===== src/rtl/regfile_pkg.sv =====
// Shared register-file constants and the debug-dump FSM state encoding.
package regfile_pkg;

  localparam int unsigned NUM_REGS   = 32;
  localparam int unsigned REG_ADDR_W = 5;
  localparam int unsigned REG_DATA_W = 32;

  typedef enum logic [1:0] {
    IDLE,
    RUN,
    DRAIN,
    DONE
  } dump_state_e;

endpackage


===== src/rtl/dump_out_stage.sv =====
// One-entry valid/ready output register for the register-file dump stream.
module dump_out_stage #(
  parameter int unsigned ADDR_W = 5,
  parameter int unsigned DATA_W = 32
) (
  input  logic              clk,
  input  logic              rst_n,
  input  logic              load_i,
  input  logic [ADDR_W-1:0] index_i,
  input  logic [DATA_W-1:0] data_i,
  input  logic              ready_i,
  output logic              valid_o,
  output logic [ADDR_W-1:0] index_o,
  output logic [DATA_W-1:0] data_o,
  output logic              can_load_o
);

  logic              valid_q, valid_d;
  logic [ADDR_W-1:0] index_q, index_d;
  logic [DATA_W-1:0] data_q,  data_d;

  // Loading is allowed when empty or when the held word leaves this cycle.
  assign can_load_o = !valid_q || ready_i;

  always_comb begin
    valid_d = valid_q;
    index_d = index_q;
    data_d  = data_q;
    if (load_i) begin
      valid_d = 1'b1;
      index_d = index_i;
      data_d  = data_i;
    end else if (ready_i) begin
      valid_d = 1'b0;
    end
  end

  always_ff @(posedge clk or negedge rst_n) begin
    if (!rst_n) begin
      valid_q <= 1'b0;
      index_q <= '0;
      data_q  <= '0;
    end else begin
      valid_q <= valid_d;
      index_q <= index_d;
      data_q  <= data_d;
    end
  end

  assign valid_o = valid_q;
  assign index_o = index_q;
  assign data_o  = data_q;

endmodule


===== src/rtl/regfile_dump.sv =====
// Debug reader: walks a wrap-around register index range through one read
// port and streams {index, data} pairs over a valid/ready link.
module regfile_dump
  import regfile_pkg::*;
#(
  parameter int unsigned NUM_REGS = regfile_pkg::NUM_REGS,
  parameter int unsigned ADDR_W   = regfile_pkg::REG_ADDR_W,
  parameter int unsigned DATA_W   = regfile_pkg::REG_DATA_W
) (
  input  logic              clk,
  input  logic              rst_n,
  input  logic              start,
  input  logic [ADDR_W-1:0] first_reg,
  input  logic [ADDR_W-1:0] last_reg,
  output logic              busy,
  output logic              done,
  output logic [ADDR_W-1:0] rf_read_addr,
  input  logic [DATA_W-1:0] rf_read_data,
  output logic              dump_valid,
  input  logic              dump_ready,
  output logic [ADDR_W-1:0] dump_index,
  output logic [DATA_W-1:0] dump_data
);

  localparam int unsigned CNT_W = $clog2(NUM_REGS + 1);

  dump_state_e       state_q, state_d;
  logic [ADDR_W-1:0] idx_q, idx_d;
  logic [ADDR_W-1:0] addr_q, addr_d;
  logic [CNT_W-1:0]  rem_q, rem_d;
  logic [ADDR_W-1:0] span;
  logic              can_load;
  logic              load;

  // Index arithmetic wraps naturally at ADDR_W bits, i.e. mod NUM_REGS.
  assign span = last_reg - first_reg;

  always_comb begin
    state_d = state_q;
    idx_d   = idx_q;
    rem_d   = rem_q;
    addr_d  = addr_q;
    load    = 1'b0;
    unique case (state_q)
      IDLE: begin
        if (start) begin
          idx_d   = first_reg;
          rem_d   = CNT_W'(span) + CNT_W'(1);
          state_d = RUN;
        end
      end
      RUN: begin
        addr_d = idx_q;
        if (rem_q != '0 && can_load) begin
          load  = 1'b1;
          idx_d = idx_q + ADDR_W'(1);
          rem_d = rem_q - CNT_W'(1);
          if (rem_q == CNT_W'(1)) state_d = DRAIN;
        end
      end
      DRAIN: begin
        if (dump_valid && dump_ready) state_d = DONE;
      end
      DONE:    state_d = IDLE;
      default: state_d = IDLE;
    endcase
  end

  always_ff @(posedge clk or negedge rst_n) begin
    if (!rst_n) begin
      state_q <= IDLE;
      idx_q   <= '0;
      addr_q  <= '0;
      rem_q   <= '0;
    end else begin
      state_q <= state_d;
      idx_q   <= idx_d;
      addr_q  <= addr_d;
      rem_q   <= rem_d;
    end
  end

  // Live index while walking; otherwise hold the last address presented.
  assign rf_read_addr = (state_q == RUN) ? idx_q : addr_q;
  assign busy         = (state_q != IDLE);
  assign done         = (state_q == DONE);

  dump_out_stage #(
    .ADDR_W (ADDR_W),
    .DATA_W (DATA_W)
  ) u_out (
    .clk        (clk),
    .rst_n      (rst_n),
    .load_i     (load),
    .index_i    (idx_q),
    .data_i     (rf_read_data),
    .ready_i    (dump_ready),
    .valid_o    (dump_valid),
    .index_o    (dump_index),
    .data_o     (dump_data),
    .can_load_o (can_load)
  );

endmodule


===== config.mk =====
export PLATFORM = sky130hd
export DESIGN_NAME = regfile_dump
export DESIGN_NICKNAME = d
export VERILOG_FILES = /design/src/rtl/regfile_pkg.sv /design/src/rtl/dump_out_stage.sv /design/src/rtl/regfile_dump.sv
export SDC_FILE = /design/constraint.sdc
export NUM_CORES = 1
export LEC_CHECK = 0
export CAP_MARGIN = 20
export CORE_MARGIN = 2
export CORE_UTILIZATION = 50
export DETAILED_ROUTE_END_ITERATION = 16
export HOLD_SLACK_MARGIN = 0.15
export PLACE_DENSITY = 0.85
export SYNTH_ARGS = -nofsm -noshare
export SYNTH_HDL_FRONTEND = slang
export SYNTH_SLANG_ARGS = --single-unit

===== constraint.sdc =====
create_clock -name clk -period 5.25 [get_ports clk]
set_input_delay 0.525 -clock clk [delete_from_list [all_inputs] [get_ports clk]]
set_output_delay 0.525 -clock clk [all_outputs]
set_load 0.1 [all_outputs]

Word-level counts from Yosys, hierarchy flattened
Cells that the tools add are included.
{ "op_classes": {"n_eq_ne": 8, "n_bitwise": 0, "mul": 0, "mux": 16, "magnitude_cmp": 0, "addsub": 4, "n_div": 0, "reduce_logical": 11, "shift": 0} }
{ "ops": {"columns": ["operator", "n"], "rows": [
  ["$mux 5", 3],
  ["$mux 6", 2],
  ["$pmux 6 s2", 1],
  ["$pmux 5 s2", 1],
  ["$mux 2", 4],
  ["$ne 2x2->1 const B", 4],
  ["$pmux 2 s4", 1],
  ["$add 5x1->6 const B", 1],
  ["$eq 6x1->1 const B", 1],
  ["$reduce_bool 2->1", 3],
  ["$reduce_bool 6->1", 1],
  ["$sub 6x1->6 const B", 1],
  ["$add 5x1->5 const B", 1],
  ["$sub 5x5->5", 1],
  ["$eq 2x2->1 const B", 2],
  ["$mux 1", 4],
  ["$reduce_and 4->1", 1],
  ["$reduce_and 3->1", 1],
  ["$eq 2x1->1 const B", 1],
  ["$logic_and 1x1->1", 2],
  ["$logic_not 2->1", 1],
  ["$logic_not 1->1", 1],
  ["$logic_or 1x1->1", 1]
]} }
{ "word_totals": {"input_bits": 46, "latch_bits": 0, "reg_bits": 56, "output_inout_bits": 45, "mem_bits_ro": 0, "ramBits": 0, "n_memories": 0, "elab_cells": 46} }

Longest topological paths before layout
Gate-level depths: netlist of run 1.
{ "depth": {"word_depth": 6, "mapped_depth": 10, "ltp_nobuf": 10} }

By module
Synthesis of run 1 repeated with hierarchy kept, for this count alone.
{ "hier_totals": {"hier_cells": 215, "area_unflattened_um2": 2771.4} }
{ "modules_own_cells": {"columns": ["mod", "cells_per_inst", "area_per_inst_um2", "seq_area_each_um2", "n_inst"], "rows": [
  ["dump_out_stage", 81, 1490.2, 950.9, 1],
  ["regfile_dump", 134, 1281.2, 450.4, 1]
]} }

Worst setup path after synthesis of run 1
Ideal clock, no wire load.
{ "synth_path": {"kind": "register to output", "start": "register state_q[1]", "end": "output port rf_read_addr[0]", "path_slack_ns": 1.433, "stages_incl_launch_ff": 6, "n_path_buf": 2, "arrival_time_ns": 3.292, "cell_sequence": "dfrtp_1 inv_1 ha_1 clkbuf_1 clkbuf_1 o21ai_0"} }
{ "synth_via": {"elab_chain_len": 2} }
{ "synth_rtl": {"columns": ["item", "line_no", "source"], "rows": [
  ["from (decl)", "regfile_dump.sv:27", "dump_state_e state_q, state_d;"],
  ["from (signal assigned)", "regfile_dump.sv:76", "state_q <= state_d;"],
  ["$eq 2x1->1", "regfile_dump.sv:84", "assign rf_read_addr = (state_q == RUN) ? idx_q : addr_q;"],
  ["$mux 5", null, null],
  ["to (decl)", "regfile_dump.sv:17", "output logic [ADDR_W-1:0] rf_read_addr,"]
]} }
Every way passes these cells.

Final worst setup path of run 1
Ends and elaborated chain as after synthesis.

==> impl_metrics.toml, run 1 <==
[sta]
worstMarginPinSlew_ns = 0.998
final_max_slew_viol_count = 0
tns_ns = 0
relSlewSlack_pct = 33.2
finalSetupViolations = 0
hold_viol_final = 0
fin_worst_skew_ns = 0.00524
period_share_pct = 61.3
clock.fmax_mhz = 311
rsz0062_at_grt = "no"
fin_crit_ns = 3.22

[clock_network]
ctsResizeCount = 0
numCtsBuffers = 5
post-cts-setup-buffers = 0
cts.path.max_buffers = 2
worstSkewPairLatency_ns = 0.31
htree_num_levels = 2
postCtsHoldBufs = 0
cts_num_sinks = 56
clockRootBuffer = "clkbuf_8"
cts_tree = "built"
clk_pin_slew_ns = 0.09

[worst_setup_path]
arrival_ns = 2.69
cp_cell_sequence = "inv_1, ha_1, buf_4, nand2_1, o21ai_0, clkdlybuf4s50_1"
crit_path_top_delay_cell = "clkdlybuf4s50_1"
path_buf_inv = 3
critPathMaxStageDelay_ns = 1.18
crit_fanout = 24
startpoint_type = "flop"
endpoint_kind = "output port"
cp.required_ns = 4.72
critPathTopFamily = "buffers and inverters"
crit_type = "reg2out"

[routing]
routed_wirelength_um = 6190
drt_pass1_iterations = 4
wl_per_cell_um = 16.0
vias = 2039
first_iter_violations = 103
drc = 0
ant_nets = 0
routed_via_density = 5.28

[die]
io_pins = 91
coreArea_sq_um = 5510
die-area_sq_um = 6310
row_count = 27
die_height_um = 79.4
dieWidth_um = 79.4
initial_core_util_pct = 51.6

[yosys]
ys.warnings.count = 0
synth_ff_type = "dfrtp_1"
ys_seq_area_share_pct = 49.3
synth_area_sq_um = 2840
synth_area_leaders = "dfrtp_1, mux2_4, ha_1"
syn_inst = 222
synth_seq_cells = 56
synth_top_area_cell = "dfrtp_1"
synthesis.nets = 283
netlist.area_leader.share_pct = 49.3
synth_edf_count = 0
synthTopCellsByCount = "dfrtp_1, mux2_4, nand2_1"
avgSynthCellArea_sq_um = 12.8
synthArstFlopShare_pct = 100
synth_most_common_cell = "dfrtp_1"
ys_types = 39

[global_route]
gr-total-overflow = 0
grt_pass1_vias = 1996
grt_pass1_wl_um = 9710
grt_max_degree = 57
antenna_found_initial = 0
grt_usage_pct = 19.9

[status]
outcome = "complete, no violations"

[placed_design]
gp_congestion = 0.857
port_buffers = 90
dp.final_hpwl_um = 4660

[final_layout]
area_growth_pct = 36.0
drive_above_1_share_pct = 15.0
diodes = 0
final_nets = 374

[hold_path]
min_path_type = "in2async"

[flow_run]
maxCapViolations = 0
[per-stage QoR]
| step | cell area (sq um) | hold slack, ns | worst slack (ns) | utilization, % | cells |
|---|---|---|---|---|---|
| floorplan | 2840 | 0.229 | 1.43 | - | 222 |
| CTS | 3870 | 0.355 | 2.01 | 70.3 | 386 |
| finish | 3870 | 0.325 | 2.03 | 70.3 | 386 |
| global placement | 3780 | 0.466 | 2.47 | 68.7 | 378 |
| global route | 3870 | 0.387 | 1.91 | 70.3 | 386 |
| detailed placement | 3780 | 0.478 | 2.36 | 68.7 | 378 |
[worst paths after layout]
path                            slack (ns)                          from                            to  cells after the start
worst min register to register        0.50  u_out.index_o[0]$_DFFE_PN0P_  u_out.index_o[0]$_DFFE_PN0P_                      1
max in group asynchronous             4.48                         rst_n        state_q[1]$_DFFE_PN0P_                      2
worst max register to register        2.93        state_q[1]$_DFFE_PN0P_          rem_q[3]$_DFFE_PN0P_                      8
worst min-delay path                  0.33                         rst_n   u_out.data_o[2]$_DFFE_PN0P_                      2
min in group clk                      0.50  u_out.index_o[0]$_DFFE_PN0P_  u_out.index_o[0]$_DFFE_PN0P_                      1
worst max-delay path                  2.03        state_q[1]$_DFFE_PN0P_               rf_read_addr[0]                      6
[layout by cell type, fill, tap and decap left out, types with 2 or more instances in the layout]
| cell | n |
|---|---|
| xnor2_1 | 5 |
| nor3_1 | 2 |
| mux2_1 | 7 |
| mux2i_1 | 5 |
| clkdlybuf4s50_1 | 89 |
| nand3_1 | 2 |
| mux2_2 | 5 |
| nand2_1 | 15 |
| xor2_1 | 2 |
| nor2_1 | 5 |
| clkbuf_8 | 5 |
| nor3b_1 | 2 |
| o211ai_1 | 3 |
| nand2b_1 | 2 |
| inv_1 | 14 |
| o21ai_0 | 8 |
| a21oi_1 | 10 |
| mux2_4 | 30 |
| o22ai_1 | 3 |
| o21ai_1 | 3 |
| ha_1 | 14 |
| nand4_1 | 5 |
| buf_4 | 2 |
| dfrtp_1 | 56 |
| nor4_1 | 2 |
| clkbuf_1 | 2 |
[metal layers]
| metal | vias to the layer above | global-route usage, % | routed length, um |
|---|---|---|---|
| li1 | 965 | - | - |
| met1 | 973 | 25.9 | 2680 |
| met2 | 93 | 31.8 | 2970 |
| met3 | 8 | 4.41 | 452 |
| met4 | 0 | 8.97 | 86 |
| met5 | - | 0 | 0 |
[worst register-to-register path, delay by kind of cell, from the launching register on]
| family | cells | cell delay, ns |
|---|---|---|
| simple gates | 1 | 0.16 |
| fa+ha+maj | 1 | 0.17 |
| compound gates | 4 | 1.11 |
| buf+inv | 2 | 0.38 |
| flops | 1 | 0.42 |
[cell families after synthesis]
kind of cell | after synthesis | synth area share (%)
mux | 47 | 22.3
flops | 56 | 49.3
xor+xnor | 7 | 2.16
simple gates | 41 | 8.14
compound gates | 34 | 7.22
fa+ha+maj | 15 | 6.86
buf+inv | 22 | 4.00
[area by class of cell]
cell class / instances / area (sq um)
flip-flops and latches: 56 / 1400
well taps: 72 / 90.1
repair buffers: 92 / 911
fillers: 367 / 1640
inverters: 14 / 52.6
clock buffers: 7 / 76.3
clock inverters: 1 / 8.76
multi-input cells: 144 / 1330
[flip-flops by register name, indices dropped and copies added, names as in the netlist]
signal and cells:
u_out.data_o 32, rem_q 6, addr_q 5, idx_q 5, u_out.index_o 5, state_q 2, u_out.valid_o 1
Power of run 1 is not shown: default switching activity piles up to over one toggle a cycle in this logic, so the estimate is an artifact.
==> inputs of run 2 (changes only) <==
- CORE_UTILIZATION: 50 -> 46
- PLACE_DENSITY: 0.85 -> 0.79
- clock period: 5.25 -> 3.05 ns (I/O delays scaled with it)
==> run 2 against run 1 <==
- setup slack got worse by 1.5 ns
- clock skew rose by 0.0029 ns
- register-to-register slack got worse by 2.2 ns
- via count fell by 0.34%
- global-route usage fell by 2.1 points
- core utilization fell by 5.0 points
- die area rose by 8.2%
- sequential share of layout area fell by 0.16 points
==> impl_metrics.toml, run 2 (synthesized netlist as in run 1, its figures left out) <==
[global_route]
grt_usage_pct = 17.8
grt_pass1_vias = 1965
grt_max_degree = 38
grt_pass1_wl_um = 9360
antenna_found_initial = 0
gr-total-overflow = 0

[hold_path]
min_path_type = "in2async"

[clock_network]
cts_num_sinks = 56
clk_pin_slew_ns = 0.09
cts.path.max_buffers = 2
clockRootBuffer = "clkbuf_8"
post-cts-setup-buffers = 0
htree_num_levels = 2
cts_tree = "built"
ctsResizeCount = 0
worstSkewPairLatency_ns = 0.30
numCtsBuffers = 5

[routing]
drt_pass1_iterations = 4
drc = 0
wl_per_cell_um = 15.2
ant_nets = 0
routed_via_density = 5.20
first_iter_violations = 35
vias = 2032
routed_wirelength_um = 5930

[final_layout]
largest_reg_flops = 32
final_cell_mix = "clkdlybuf4s50_1, dfrtp_1, mux2_4"
final_core_util_pct = 65.3
diodes = 0
final_common_cell = "clkdlybuf4s50_1"
final_nets = 376
fillCellCount = 452
area_growth_pct = 36.6
drive_above_1_share_pct = 19.3

[worst_setup_path]
crit_fanout = 15
cp_cell_sequence = "inv_1, ha_1, buf_4, mux2_2, buf_4"
cp.required_ns = 2.74
crit_path_top_delay_cell = "ha_1"
timing.critical_path.mode_cell = "buf_4"
startpoint_type = "flop"
arrival_ns = 2.23
rr_worst_depth = 6
critPathMaxStageDelay_ns = 0.50
endpoint_kind = "output port"
crit_type = "reg2out"

[status]
outcome = "complete, no violations"

[sta]
tns_ns = 0
clock.fmax_mhz = 394
relSlewSlack_pct = 33.7
fin_worst_skew_ns = 0.00816
period_share_pct = 83.1
holdWs_ns = 0.409
finalSetupViolations = 0
worstMarginPinSlew_ns = 0.992
fin_crit_ns = 2.54
hold_viol_final = 0
rsz0062_at_grt = "no"
final_max_slew_viol_count = 0

[die]
io_pins = 91
dieWidth_um = 82.6
die-area_sq_um = 6830
initial_core_util_pct = 47.8
die_height_um = 82.6
coreArea_sq_um = 5960
row_count = 28

[flow_run]
maxCapViolations = 0

[placed_design]
port_buffers = 90
dp.final_hpwl_um = 4600
gp_congestion = 0.808
run 2: worst max-delay path, delay by kind of cell, from the launching register on:
kind	cells	cell delay, ns
muxes	1	0.36
buffers and inverters	3	0.63
DFF	1	0.43
adders and majority gates	1	0.50
run 2: layer usage:
layer / global-route usage (%) / vias up / part of all wire [%]
met3: 3.70 / 9 / 8.5
met5: 0 / - / 0
met2: 28.9 / 89 / 44
met4: 5.25 / 0 / 1.4
li1: - / 969 / -
met1: 24.2 / 965 / 46
run 2: cell type report:
class	instances	area [sq um]	area share, %
multi-input combinational	144	1330	34.2
inverter	14	52.6	1.35
sequential	56	1400	36.1
tap	75	93.8	2.41
clock inverter	2	38.8	0.998
clock buffer	6	72.6	1.87
timing repair buffer	94	898	23.1
run 2: what timing repair did:
action	4_1_cts	5_1_grt
hold buffers	1	0
endpoints found under the setup margin	0	0
hold endpoints to repair	10	0
run 2: path summary, 6_finish.rpt:
path	end	from	slack, ns
min	state_q[1]$_DFFE_PN0P_	rst_n	0.41
max	rf_read_addr[2]	state_q[1]$_DFFE_PN0P_	0.51
max in group asynchronous	u_out.data_o[20]$_DFFE_PN0P_	rst_n	2.05
min in group clk	u_out.data_o[1]$_DFFE_PN0P_	u_out.data_o[1]$_DFFE_PN0P_	0.49
max reg2reg	rem_q[2]$_DFFE_PN0P_	state_q[1]$_DFFE_PN0P_	0.74
min reg2reg	u_out.data_o[1]$_DFFE_PN0P_	u_out.data_o[1]$_DFFE_PN0P_	0.49
run 2: through the flow:
stage               instance area [sq um]  worst slack, ns  std cells
global placement                     3760            0.719        382
finish                               3890            0.515        391
CTS                                  3890            0.511        391
detailed placement                   3760            0.651        382
global route                         3890            0.345        391
floorplan                            2840            0.229        222
Power of run 2 is left out for the same reason.
==> inputs of run 3 (changes only) <==
- CORE_UTILIZATION: 46 -> 42
- PLACE_DENSITY: 0.79 -> 0.76
- clock period: 3.05 -> 2.2 ns (I/O delays scaled with it)
==> run 3 against run 2 <==
- clock skew hardly changed
- critical endpoint is now rf_read_addr[4]
- first-iteration DRC count is 49% higher
- design area is 2.2% higher
- core utilization decreased by 3.8 points
- final cell count is 2.3% higher
- setup slack got worse by 0.37 ns
- non-clock buffer count grew 7
- worst hold slack worse by 0.021 ns
==> impl_metrics.toml, run 3 (synthesized netlist as in run 1, its figures left out) <==
[clock_network]
worstSkewPairLatency_ns = 0.30
numCtsBuffers = 5
cts_num_sinks = 56
clk_pin_slew_ns = 0.10
clockRootBuffer = "clkbuf_8"
htree_num_levels = 2
cts_tree = "built"
cts.path.max_buffers = 2

[routing]
routed_via_density = 5.04
drc = 0
drt_pass1_iterations = 4
first_iter_violations = 52
routed_wirelength_um = 5960
ant_nets = 0
wl_per_cell_um = 14.9
vias = 2016

[final_layout]
final_nets = 383
final_cell_mix = "dfrtp_1, buf_4, clkdlybuf4s50_1"
area_growth_pct = 39.6
fillCellCount = 525
final_core_util_pct = 61.5
drive_above_1_share_pct = 31.9
largest_reg_flops = 32
final_common_cell = "dfrtp_1"
diodes = 0

[worst_setup_path]
rr_worst_depth = 6
arrival_ns = 1.84
startpoint_type = "flop"
endpoint_kind = "output port"
crit_fanout = 12
cp.required_ns = 1.98
r2r-start = "rem_q[0]$_DFFE_PN0P_"
r2r_setup_slack_ns = 0.29
r2r_end = "u_out.data_o[16]$_DFFE_PN0P_"
crit_type = "reg2out"

[sta]
setup_slack_ns = 0.140
finalSetupViolations = 0
relSlewSlack_pct = 70.9
clock.fmax_mhz = 485
rsz0062_at_grt = "no"
period_share_pct = 93.6
fin_worst_skew_ns = 0.00799
holdWs_ns = 0.387
hold_viol_final = 0
final_max_slew_viol_count = 0
fin_crit_ns = 2.06
worstMarginPinSlew_ns = 0.437

[status]
outcome = "complete, no violations"

[global_route]
grt_pass1_wl_um = 9750
antenna_found_initial = 0
grt_pass1_vias = 2056
grt_usage_pct = 16.3
grt_max_degree = 21
gr-total-overflow = 0

[placed_design]
port_buffers = 90
gp_congestion = 0.889
dp_slack_ns = -0.111
dp.final_hpwl_um = 4600

[flow_run]
maxCapViolations = 0

[die]
io_pins = 91
initial_core_util_pct = 44.0
die_height_um = 86.3
row_count = 29
coreArea_sq_um = 6460
die-area_sq_um = 7450
dieWidth_um = 86.3

[hold_path]
min_path_type = "in2async"
run 3: through the flow:
| step | cells | area (sq um) | TNS, ns |
|---|---|---|---|
| final | 400 | 3970 | 0 |
| after global routing | 400 | 3970 | 0 |
| after CTS | 400 | 3970 | 0 |
| after detailed placement | 391 | 3820 | -0.181 |
| after global placement | 391 | 3820 | -0.0631 |
| after floorplan | 222 | 2860 | 0 |
run 3: worst max-delay path, stage by stage, from the launching register on:
cell and delay [ns]:
dfrtp_1 0.42, inv_1 0.11, ha_1 0.20, buf_4 0.23
mux2_2 0.40, buf_12 0.18
run 3: worst max path at each step:
stage / slack (ns) / startpoint / end
2_1_floorplan: 0.15 / state_q[1]$_DFFE_PN0P_ / rf_read_addr[0]
3_3_place_gp: -0.06 / last_reg[0] / rem_q[4]$_DFFE_PN0P_
3_5_place_dp: -0.11 / last_reg[0] / rem_q[4]$_DFFE_PN0P_
4_1_cts: 0.11 / state_q[1]$_DFFE_PN0P_ / rf_read_addr[4]
5_1_grt: 0.05 / state_q[1]$_DFFE_PN0P_ / rf_read_addr[4]
6_report: 0.14 / state_q[1]$_DFFE_PN0P_ / rf_read_addr[4]
run 3: final cells by class:
| type | instances | area [sq um] | share of cell area (%) |
|---|---|---|---|
| inverters | 14 | 52.6 | 1.32 |
| clock buffers | 5 | 68.8 | 1.73 |
| flip-flops and latches | 56 | 1400 | 35.3 |
| clock inverters | 3 | 68.8 | 1.73 |
| well taps | 77 | 96.3 | 2.43 |
| repair buffers | 101 | 943 | 23.8 |
| multi-input cells | 144 | 1340 | 33.7 |
run 3: layer usage:
metal	vias up	GRT usage, %	part of all wire (%)
met5	-	0	0
met4	0	3.69	0.32
met3	2	3.33	6.2
met2	70	26.8	48
met1	961	22.4	46
li1	983	-	-
run 3: what timing repair did:
| item | 4_1_cts | 5_1_grt |
|---|---|---|
| buffers inserted | 0 | 0 |
| gates resized for setup | 0 | 0 |
| hold buffers | 1 | 0 |
| endpoints found under the setup margin | 0 | 0 |
| endpoints found under the hold margin | 18 | 0 |
Power of run 3 is left out for the same reason.
